==> src/rtl/area_bin_pkg.sv <==
// rtl/area_bin_pkg.sv - shared types and constants for the area binarization controller
// Contents: FSM state encoding, default pipeline latency, default coordinate
// width and the foreground-count width.
package area_bin_pkg;

  typedef enum logic [1:0] {
    ST_IDLE   = 2'd0,
    ST_SYNC   = 2'd1,
    ST_ACTIVE = 2'd2,
    ST_DONE   = 2'd3
  } state_e;

  localparam int PIPE_LAT_DEF = 4;
  localparam int DIM_W_DEF    = 12;
  localparam int FG_W         = 24;

endpackage

==> src/rtl/area_bin_coord_cnt.sv <==
// rtl/area_bin_coord_cnt.sv - saturating x/y window coordinate counters
// Ports:
//   clk_i, rst_ni    clock, asynchronous active-low reset
//   clr_i            synchronous clear of both counters (frame start)
//   de_i             window data enable
//   x_o, y_o         coordinate of the window currently presented on de_i
module area_bin_coord_cnt
  import area_bin_pkg::*;
#(
  parameter int DIM_W = DIM_W_DEF
) (
  input  logic             clk_i,
  input  logic             rst_ni,
  input  logic             clr_i,
  input  logic             de_i,
  output logic [DIM_W-1:0] x_o,
  output logic [DIM_W-1:0] y_o
);

  localparam logic [DIM_W-1:0] MAX_VAL = '1;

  logic             de_q;
  logic [DIM_W-1:0] x_q, x_d;
  logic [DIM_W-1:0] y_q, y_d;

  // x counts pixels within the line, y counts completed lines (advanced on
  // the falling edge of de). Both stick at all-ones so overlong lines or
  // frames stay inside the masked border instead of wrapping to zero.
  always_comb begin
    x_d = x_q;
    y_d = y_q;
    if (clr_i) begin
      x_d = '0;
      y_d = '0;
    end else if (de_i) begin
      if (x_q != MAX_VAL) x_d = x_q + 1'b1;
    end else if (de_q) begin
      x_d = '0;
      if (y_q != MAX_VAL) y_d = y_q + 1'b1;
    end
  end

  always_ff @(posedge clk_i or negedge rst_ni) begin
    if (!rst_ni) begin
      de_q <= 1'b0;
      x_q  <= '0;
      y_q  <= '0;
    end else begin
      de_q <= de_i;
      x_q  <= x_d;
      y_q  <= y_d;
    end
  end

  assign x_o = x_q;
  assign y_o = y_q;

endmodule

==> src/rtl/area_bin_ctrl.sv <==
// rtl/area_bin_ctrl.sv - frame-synchronous config, border mask and output stage for binarization
// Optional feature macro: AREA_BIN_STAT_EN (foreground pixel counter on fg_count).
// Ports:
//   video_clk, rst_n                       clock, asynchronous active-low reset
//   cfg_wr/en/offset/width/height          shadowed configuration write
//   matrix_vs, matrix_de                   3x3 window timing
//   bin_vs, bin_de, bin_data               datapath result, PIPE_LAT after matrix_de
//   ctrl_en, ctrl_offset                   frame-stable config to the datapath
//   out_vs, out_de, out_data               registered, border-masked result
//   cfg_ack, frame_done, busy, frame_err   status
//   fg_count                               foreground count of last completed frame
module area_bin_ctrl
  import area_bin_pkg::*;
#(
  parameter int PIPE_LAT = PIPE_LAT_DEF,
  parameter int DIM_W    = DIM_W_DEF
) (
  input  logic             video_clk,
  input  logic             rst_n,
  input  logic             cfg_wr,
  input  logic             cfg_en,
  input  logic [7:0]       cfg_offset,
  input  logic [DIM_W-1:0] cfg_width,
  input  logic [DIM_W-1:0] cfg_height,
  input  logic             matrix_vs,
  input  logic             matrix_de,
  input  logic             bin_vs,
  input  logic             bin_de,
  input  logic             bin_data,
  output logic             ctrl_en,
  output logic [7:0]       ctrl_offset,
  output logic             out_vs,
  output logic             out_de,
  output logic             out_data,
  output logic             cfg_ack,
  output logic             frame_done,
  output logic             busy,
  output logic             frame_err,
  output logic [FG_W-1:0]  fg_count
);

  localparam logic [DIM_W-1:0] MIN_DIM = DIM_W'(3);

  logic             vs_q;
  logic             vs_rise;
  logic             apply;
  logic             err_set;
  logic             pend_q;
  logic             sh_en_q;
  logic [7:0]       sh_off_q;
  logic [DIM_W-1:0] sh_w_q, sh_h_q;
  logic             en_q;
  logic [7:0]       off_q;
  logic [DIM_W-1:0] w_q, h_q;
  logic             ack_q;
  logic             err_q;
  state_e           state_q, state_d;
  logic             busy_c, done_c;
  logic [DIM_W-1:0] x, y;
  logic             last_px;
  logic             mask;
  logic [PIPE_LAT-1:0] mask_pipe_q;
  logic             mask_dly;
  logic             out_vs_q, out_de_q, out_data_q;

  assign vs_rise = matrix_vs & ~vs_q;
  // A write landing on the frame edge only refreshes the shadow; it waits
  // for the following frame so the datapath never sees a half-applied set.
  assign apply   = vs_rise & pend_q & ~cfg_wr;
  assign err_set = (state_q == ST_ACTIVE) & vs_rise;

  always_ff @(posedge video_clk or negedge rst_n) begin
    if (!rst_n) begin
      vs_q     <= 1'b0;
      pend_q   <= 1'b0;
      sh_en_q  <= 1'b0;
      sh_off_q <= '0;
      sh_w_q   <= '0;
      sh_h_q   <= '0;
      en_q     <= 1'b0;
      off_q    <= '0;
      w_q      <= '0;
      h_q      <= '0;
      ack_q    <= 1'b0;
      err_q    <= 1'b0;
    end else begin
      vs_q  <= matrix_vs;
      ack_q <= apply;
      if (cfg_wr) begin
        sh_en_q  <= cfg_en;
        sh_off_q <= cfg_offset;
        sh_w_q   <= cfg_width;
        sh_h_q   <= cfg_height;
      end
      if (cfg_wr)     pend_q <= 1'b1;
      else if (apply) pend_q <= 1'b0;
      if (apply) begin
        en_q  <= sh_en_q;
        off_q <= sh_off_q;
        w_q   <= sh_w_q;
        h_q   <= sh_h_q;
      end
      if (err_set)     err_q <= 1'b1;
      else if (cfg_wr) err_q <= 1'b0;
    end
  end

  // Counters restart on every frame edge, which covers both SYNC->ACTIVE
  // and the aborted-frame restart inside ACTIVE.
  area_bin_coord_cnt #(
    .DIM_W (DIM_W)
  ) u_coord (
    .clk_i  (video_clk),
    .rst_ni (rst_n),
    .clr_i  (vs_rise),
    .de_i   (matrix_de),
    .x_o    (x),
    .y_o    (y)
  );

  assign last_px = (x == w_q - 1'b1) && (y == h_q - 1'b1);

  always_comb begin
    state_d = state_q;
    busy_c  = 1'b0;
    done_c  = 1'b0;
    case (state_q)
      ST_IDLE: begin
        if (en_q) state_d = ST_SYNC;
      end
      ST_SYNC: begin
        busy_c = 1'b1;
        if (!en_q)        state_d = ST_IDLE;
        else if (vs_rise) state_d = ST_ACTIVE;
      end
      ST_ACTIVE: begin
        busy_c = 1'b1;
        if (!vs_rise && matrix_de && last_px) state_d = ST_DONE;
      end
      ST_DONE: begin
        done_c  = 1'b1;
        state_d = en_q ? ST_SYNC : ST_IDLE;
      end
      default: state_d = ST_IDLE;
    endcase
  end

  always_ff @(posedge video_clk or negedge rst_n) begin
    if (!rst_n) state_q <= ST_IDLE;
    else        state_q <= state_d;
  end

  // Border windows have incomplete 3x3 neighbourhoods; degenerate frames
  // (width or height under 3) have no interior at all.
  assign mask = (w_q < MIN_DIM) || (h_q < MIN_DIM) ||
                (x == '0) || (x >= w_q - 1'b1) ||
                (y == '0) || (y >= h_q - 1'b1);

  always_ff @(posedge video_clk or negedge rst_n) begin
    if (!rst_n) begin
      mask_pipe_q <= '0;
    end else begin
      mask_pipe_q[0] <= mask;
      for (int i = 1; i < PIPE_LAT; i++) mask_pipe_q[i] <= mask_pipe_q[i-1];
    end
  end

  assign mask_dly = mask_pipe_q[PIPE_LAT-1];

  always_ff @(posedge video_clk or negedge rst_n) begin
    if (!rst_n) begin
      out_vs_q   <= 1'b0;
      out_de_q   <= 1'b0;
      out_data_q <= 1'b0;
    end else begin
      out_vs_q   <= bin_vs;
      out_de_q   <= bin_de;
      out_data_q <= bin_data & ~mask_dly & en_q & bin_de;
    end
  end

`ifdef AREA_BIN_STAT_EN
  logic [FG_W-1:0] acc_q;
  logic [FG_W-1:0] fg_q;

  always_ff @(posedge video_clk or negedge rst_n) begin
    if (!rst_n) begin
      acc_q <= '0;
      fg_q  <= '0;
    end else begin
      if (vs_rise) acc_q <= '0;
      else if ((state_q == ST_ACTIVE) && out_data_q && (acc_q != '1)) acc_q <= acc_q + 1'b1;
      if (state_q == ST_DONE) fg_q <= acc_q;
    end
  end

  assign fg_count = fg_q;
`else
  assign fg_count = '0;
`endif

  assign ctrl_en     = en_q;
  assign ctrl_offset = off_q;
  assign out_vs      = out_vs_q;
  assign out_de      = out_de_q;
  assign out_data    = out_data_q;
  assign cfg_ack     = ack_q;
  assign frame_done  = done_c;
  assign busy        = busy_c;
  assign frame_err   = err_q;

endmodule
==> config.mk <==
export PLATFORM = sky130hd
export DESIGN_NAME = area_bin_ctrl
export DESIGN_NICKNAME = d
export VERILOG_FILES = /design/src/rtl/area_bin_pkg.sv /design/src/rtl/area_bin_coord_cnt.sv /design/src/rtl/area_bin_ctrl.sv
export SDC_FILE = /design/constraint.sdc
export NUM_CORES = 1
export LEC_CHECK = 0
export CORE_MARGIN = 5
export CORE_UTILIZATION = 55
export CTS_CLUSTER_DIAMETER = 60
export CTS_CLUSTER_SIZE = 12
export DETAILED_ROUTE_END_ITERATION = 8
export GPL_TIMING_DRIVEN = 0
export PLACE_DENSITY = 0.83
export SYNTH_ARGS = -nofsm -noshare
export SYNTH_HDL_FRONTEND = slang
export SYNTH_SLANG_ARGS = --single-unit
export TNS_END_PERCENT = 20
==> constraint.sdc <==
create_clock -name video_clk -period 3.14 [get_ports video_clk]
set_input_delay 0.628 -clock video_clk [delete_from_list [all_inputs] [get_ports video_clk]]
set_output_delay 0.628 -clock video_clk [all_outputs]
set_load 0.01 [all_outputs]
==> flow_summary.toml, run 1 <==
[clocking]
clock_sinks = 104
clock_latency_ns = 0.37
cts_root_buffer = "clkbuf_8"
cts_buffers = 9
h-tree-depth = 3
clkTransAtPathRegs_ns = 0.10
cts_tree = "done"
clock_path_buffers = 2
cts_hold_buf = 0

[grt]
grt_pass1_vias = 4029
grt_max_degree = 70
antenna_found_initial = 0
grt.overflow.total = 0
grt_first_pass_wirelength_um = 18800
grt_use_total_pct = 19.8

[routing]
first_pass_iters = 4
wl_per_cell_um = 15.5
drtAntennaViolNets = 0
routed_via_density = 5.53
drcViolationCount = 0
drt_iter0_markers = 151
drt-total-wl_um = 11100
num_vias = 3976

[flow_run]
cap_violations = 0

[critical_path]
cp-start-kind = "register"
startpoint = "h_q[0]"
cp-end-kind = "register"
worstPathMaxFanout = 4
path_class = "register to register"
cp_data_required_time_ns = 3.39
reg2reg_depth = 11
r2r_slack_ns = 0.18
arrival_ns = 3.21
rr_startpoint = "h_q[0]"

[power]
p_comb_share_pct = 26.8
peakVddDrop_mv = 0.325
power.net_switching_mw = 1.11
p_sw_share_pct = 32.0
power_frac_seq_pct = 50.1
p_per_area_nw_per_um2 = 529
p_clk_share_pct = 23.1
internal-power_mw = 2.36
p_leak_nw = 2.82

[min_path]
min_path_type = "primary input to async pin"

[synth]
synth_top_area_cell = "dfrtp_1"
ys_warn_count = 0
postSynthCellCount = 489
synth.most_common_cell = "dfrtp_1"
synth_edf_count = 0
seq_area_frac_synth_pct = 47.6
synth_seq_cells = 104
avgSynthCellArea_um2 = 11.2
synth.distinct_cells = 49
ys_async_sr_fraction_pct = 100
yosys.area.top_type_share_pct = 47.6
synth_flop_cell = "dfrtp_1"
syn_area_um2 = 5470
ys_top_cells_by_count = "dfrtp_1, mux2_2, ha_1"
synthTopCellsByArea = "dfrtp_1, mux2_2, ha_1"

[status]
outcome = "finished clean"

[cells_and_area]
synthToLayoutAreaGrowth_pct = 20.0
regArea_um2 = 2600
final_cells = 719
multi_input_area_um2 = 2710
fillerInstances = 758
antenna-diode-count = 0
drive_gt1_share_pct = 21.7
nets = 659

[sta]
setup_violations = 0
skew_ns = 0.00432
max_freq_mhz = 338
hold_viol = 0
min_period_over_period_pct = 94.3
slew_viol_final = 0
relSlewSlack_pct = 58.2
fin_tns_setup_ns = 0
period_needed_ns = 2.96
tightest_slew_ns = 0.611
hold_ws_ns = 0.205

[floorplan]
die_area_um2 = 12000
ios = 81
start_util_pct = 56.2
die_height_um = 110
rows = 36
core_um2 = 9730
die_width_um = 110

[placement]
dp.cells = 701
hpwl_um = 8400
io_buffers = 55
place.gp.congestion = 0.844
==> metrics by stage <==
step	util, %	power (mW)	cell area [µm²]	setup slack [ns]
2_1_floorplan	-	2.29	5550	0.341
3_3_place_gp	64.4	2.57	6270	-2.28
3_5_place_dp	64.7	2.65	6290	-0.0730
4_1_cts	66.7	3.44	6490	0.0181
5_1_grt	67.4	3.69	6560	-0.00345
6_report	67.4	3.47	6560	0.179
==> state kept, by name, summed over array words and instances (netlist names), named ones only <==
register and flops:
cfg_ack 1, ctrl_en 1, ctrl_offset 8, frame_err 1
h_q 12, mask_pipe_q 4, out_data 1, out_de 1
out_vs 1, pend_q 1, sh_en_q 1, sh_h_q 12
sh_off_q 8, sh_w_q 12, state_q 1, u_coord.de_q 1
u_coord.x_o 12, u_coord.y_o 12, vs_q 1, w_q 12
==> what timing repair did <==
action | CTS | global route
buffers inserted | 0 | 2
endpoints found under the setup margin | 2 | 3
pin swaps | 0 | 2
gates resized for setup | 1 | 10
==> cell families after synthesis <==
family          share of synthesized area [%]
compound gates                           7.67
buf+inv                                  5.54
other cells                            0.0686
simple gates                             13.1
mux                                      12.7
xor+xnor                                 4.81
fa+ha+maj                                8.47
flops                                    47.6
==> power groups by stage <==
stage	Combinational, mW	Clock (mW)	Sequential [mW]
finish	0.930	0.800	1.74
global route	1.05	0.876	1.77
CTS	0.913	0.814	1.72
detailed placement	0.908	0	1.74
global placement	0.850	0	1.72
floorplan	0.589	0	1.71
==> cell usage in the layout (no fill, tap or decap), types with 3 or more instances in the layout <==
cell,instances
nor2b_1,4
o211ai_1,3
mux2_2,61
nand2b_1,3
inv_1,16
o22ai_1,3
clkbuf_1,4
and3_1,6
nand2_1,29
nand4_1,10
buf_2,5
xnor2_1,19
conb_1,24
nor2_1,29
clkdlybuf4s50_1,54
a211oi_1,6
or3_1,7
xor2_1,11
nor4_2,3
ha_1,37
nor3_1,12
buf_4,28
o31ai_1,4
nand3_1,12
a21oi_1,17
o21ai_0,19
dfrtp_1,103
clkbuf_8,10
nor4_1,7
==> final cells by class <==
type                       count  area share (%)
buffer                        36            3.70
clock buffer                  11            2.15
clock inverter                 5           0.725
inverter                      16           0.915
multi-input combinational    356            41.3
sequential                   104            39.7
tap                          133            2.54
timing repair buffer          58            9.00
==> layer usage <==
layer	share of wire, %	up-vias	wire [µm]	track usage (%)
li1	-	1892	-	-
met1	42	1934	4620	25.6
met2	49	134	5400	32.0
met3	7.9	16	880	5.70
met4	2.0	0	222	6.95
met5	0	-	0	0
==> worst min-delay path by stage <==
stage / start / to / slack (ns) / depth (start not counted)
global placement: mask_pipe_q[2] / mask_pipe_q[3] / 0.33 / 0
detailed placement: mask_pipe_q[2] / mask_pipe_q[3] / 0.34 / 0
global route: rst_n / out_de / 0.24 / 1
CTS: rst_n / sh_h_q[6] / 0.22 / 1
finish: rst_n / out_de / 0.20 / 1
floorplan: rst_n / async pin / 0.33 / 0
==> worst max-delay path, cell delays in order (launching register included) <==
cell and delay, ns:
dfrtp_1 0.41, inv_1 0.14, ha_1 0.23, nand2_1 0.12, nor3_1 0.23, xnor2_1 0.10
ha_1 0.30, nand4_1 0.12, or3_1 0.45, o41a_1 0.48, o21ai_0 0.18, o31ai_1 0.09
(Power assumes the default switching activity.)
==> run 2: changes to the inputs <==
Settings changed: SLEW_MARGIN set to 20.
==> flow_summary.toml, run 2 (same netlist as run 1, synthesis figures left out) <==
[status]
outcome = "finished clean"

[floorplan]
rows = 36
die_height_um = 110
ios = 81
core_um2 = 9730
die_width_um = 110
die_area_um2 = 12000
start_util_pct = 56.2

[power]
p_leak_nw = 2.82
peakVddDrop_mv = 0.586
power_frac_seq_pct = 49.8
internal-power_mw = 2.34
p_per_area_nw_per_um2 = 530
p_clk_share_pct = 23.5
power.net_switching_mw = 1.14
p_sw_share_pct = 32.7
p_comb_share_pct = 26.6

[grt]
antenna_found_initial = 0
grt_max_degree = 81
grt.overflow.total = 0
grt_use_total_pct = 19.6
grt_pass1_vias = 4008
grt_first_pass_wirelength_um = 18700

[clocking]
clock_latency_ns = 0.38
cts_buffers = 9
cts_tree = "done"
clkTransAtPathRegs_ns = 0.11
clock_sinks = 104
h-tree-depth = 3
cts_root_buffer = "clkbuf_8"
postCtsSetupRepairBufs = 0
clock_path_buffers = 2
cts_hold_buf = 0

[sta]
hold_viol = 0
skew_ns = 0.0159
max_freq_mhz = 331
worst_slack_ns = 0.114
slew_viol_final = 0
fin_tns_setup_ns = 0
min_period_over_period_pct = 96.4
period_needed_ns = 3.03
relSlewSlack_pct = 60.7
tightest_slew_ns = 0.575
setup_violations = 0
hold_ws_ns = 0.0939

[critical_path]
cp_data_required_time_ns = 3.40
cp-start-kind = "register"
path_class = "register to register"
worstPathMaxFanout = 4
cp-end-kind = "register"
arrival_ns = 3.29

[routing]
first_pass_iters = 5
routed_via_density = 5.46
num_vias = 3913
drcViolationCount = 0
drt_iter0_markers = 151
wl_per_cell_um = 15.4
drt-total-wl_um = 11100
drtAntennaViolNets = 0

[cells_and_area]
layout_commonest_cell = "dfrtp_1"
final_cells = 717
nets = 657
drive_gt1_share_pct = 21.7
synthToLayoutAreaGrowth_pct = 20.0
fillerInstances = 777
final_cell_mix = "dfrtp_1, mux2_2, clkdlybuf4s50_1"
antenna-diode-count = 0

[flow_run]
cap_violations = 0

[placement]
hpwl_um = 8390
pre_cts_slack_ns = -0.0706
io_buffers = 55
place.gp.congestion = 0.844
dp.cells = 701

[min_path]
min_path_type = "primary input to async pin"
run 2: routing by layer:
layer | wire length (µm) | global-route usage [%]
met4 | 215 | 6.06
met5 | 0 | 0
met1 | 4780 | 25.4
met2 | 5330 | 32.0
met3 | 750 | 5.58
run 2: area by class of cell:
| cell class | instances | area (µm²) | area share [%] |
|---|---|---|---|
| multi-input cells | 356 | 2710 | 41.3 |
| flip-flops and latches | 104 | 2600 | 39.7 |
| repair buffers | 56 | 579 | 8.83 |
| plain buffers | 36 | 243 | 3.70 |
| well taps | 133 | 166 | 2.54 |
| clock buffers | 9 | 124 | 1.89 |
| clock inverters | 7 | 72.6 | 1.11 |
| inverters | 16 | 60.1 | 0.916 |
run 2: final timing paths:
path,from,to,slack [ns],cells past startpoint
max,h_q[7],state_q[0],0.11,10
min,rst_n,out_data,0.09,1
max reg2reg,h_q[7],state_q[0],0.11,10
min reg2reg,mask_pipe_q[2],mask_pipe_q[3],0.36,0
max in group asynchronous,rst_n,u_coord.y_o[1],2.39,2
min in group video_clk,mask_pipe_q[2],mask_pipe_q[3],0.36,0
run 2: stage by stage:
step / power, mW / area [µm²] / util (%)
2_1_floorplan: 2.29 / 5550 / -
3_3_place_gp: 2.57 / 6270 / 64.4
3_5_place_dp: 2.65 / 6300 / 64.7
4_1_cts: 3.47 / 6500 / 66.8
5_1_grt: 3.69 / 6560 / 67.4
6_report: 3.48 / 6560 / 67.4
run 2: power groups by stage:
stage / clock network [mW] / registers, mW / logic [mW]
floorplan: 0 / 1.71 / 0.589
global placement: 0 / 1.72 / 0.850
detailed placement: 0 / 1.74 / 0.907
CTS: 0.831 / 1.72 / 0.918
global route: 0.890 / 1.76 / 1.04
finish: 0.818 / 1.73 / 0.925
run 2: repair_timing:
action,4_1_cts,5_1_grt
endpoints found under the setup margin,3,3
pin swaps,0,1
gates resized for setup,1,10
run 2: worst max-delay path, stage by stage (launching register included):
cell and delay (ns):
dfrtp_1 0.43, nor4_2 0.32, nand2b_1 0.18, nor4_2 0.21, xnor2_1 0.13, ha_1 0.31
nand4_1 0.12, or3_1 0.45, o41a_1 0.49, o21ai_0 0.19, o31ai_1 0.09
==> run 3: changes to the inputs <==
Settings changed: ABC_CLOCK_PERIOD_IN_PS set to 3140.
==> results of run 3 <==
The final DEF is identical to that of run 2; final timing and power are the same.
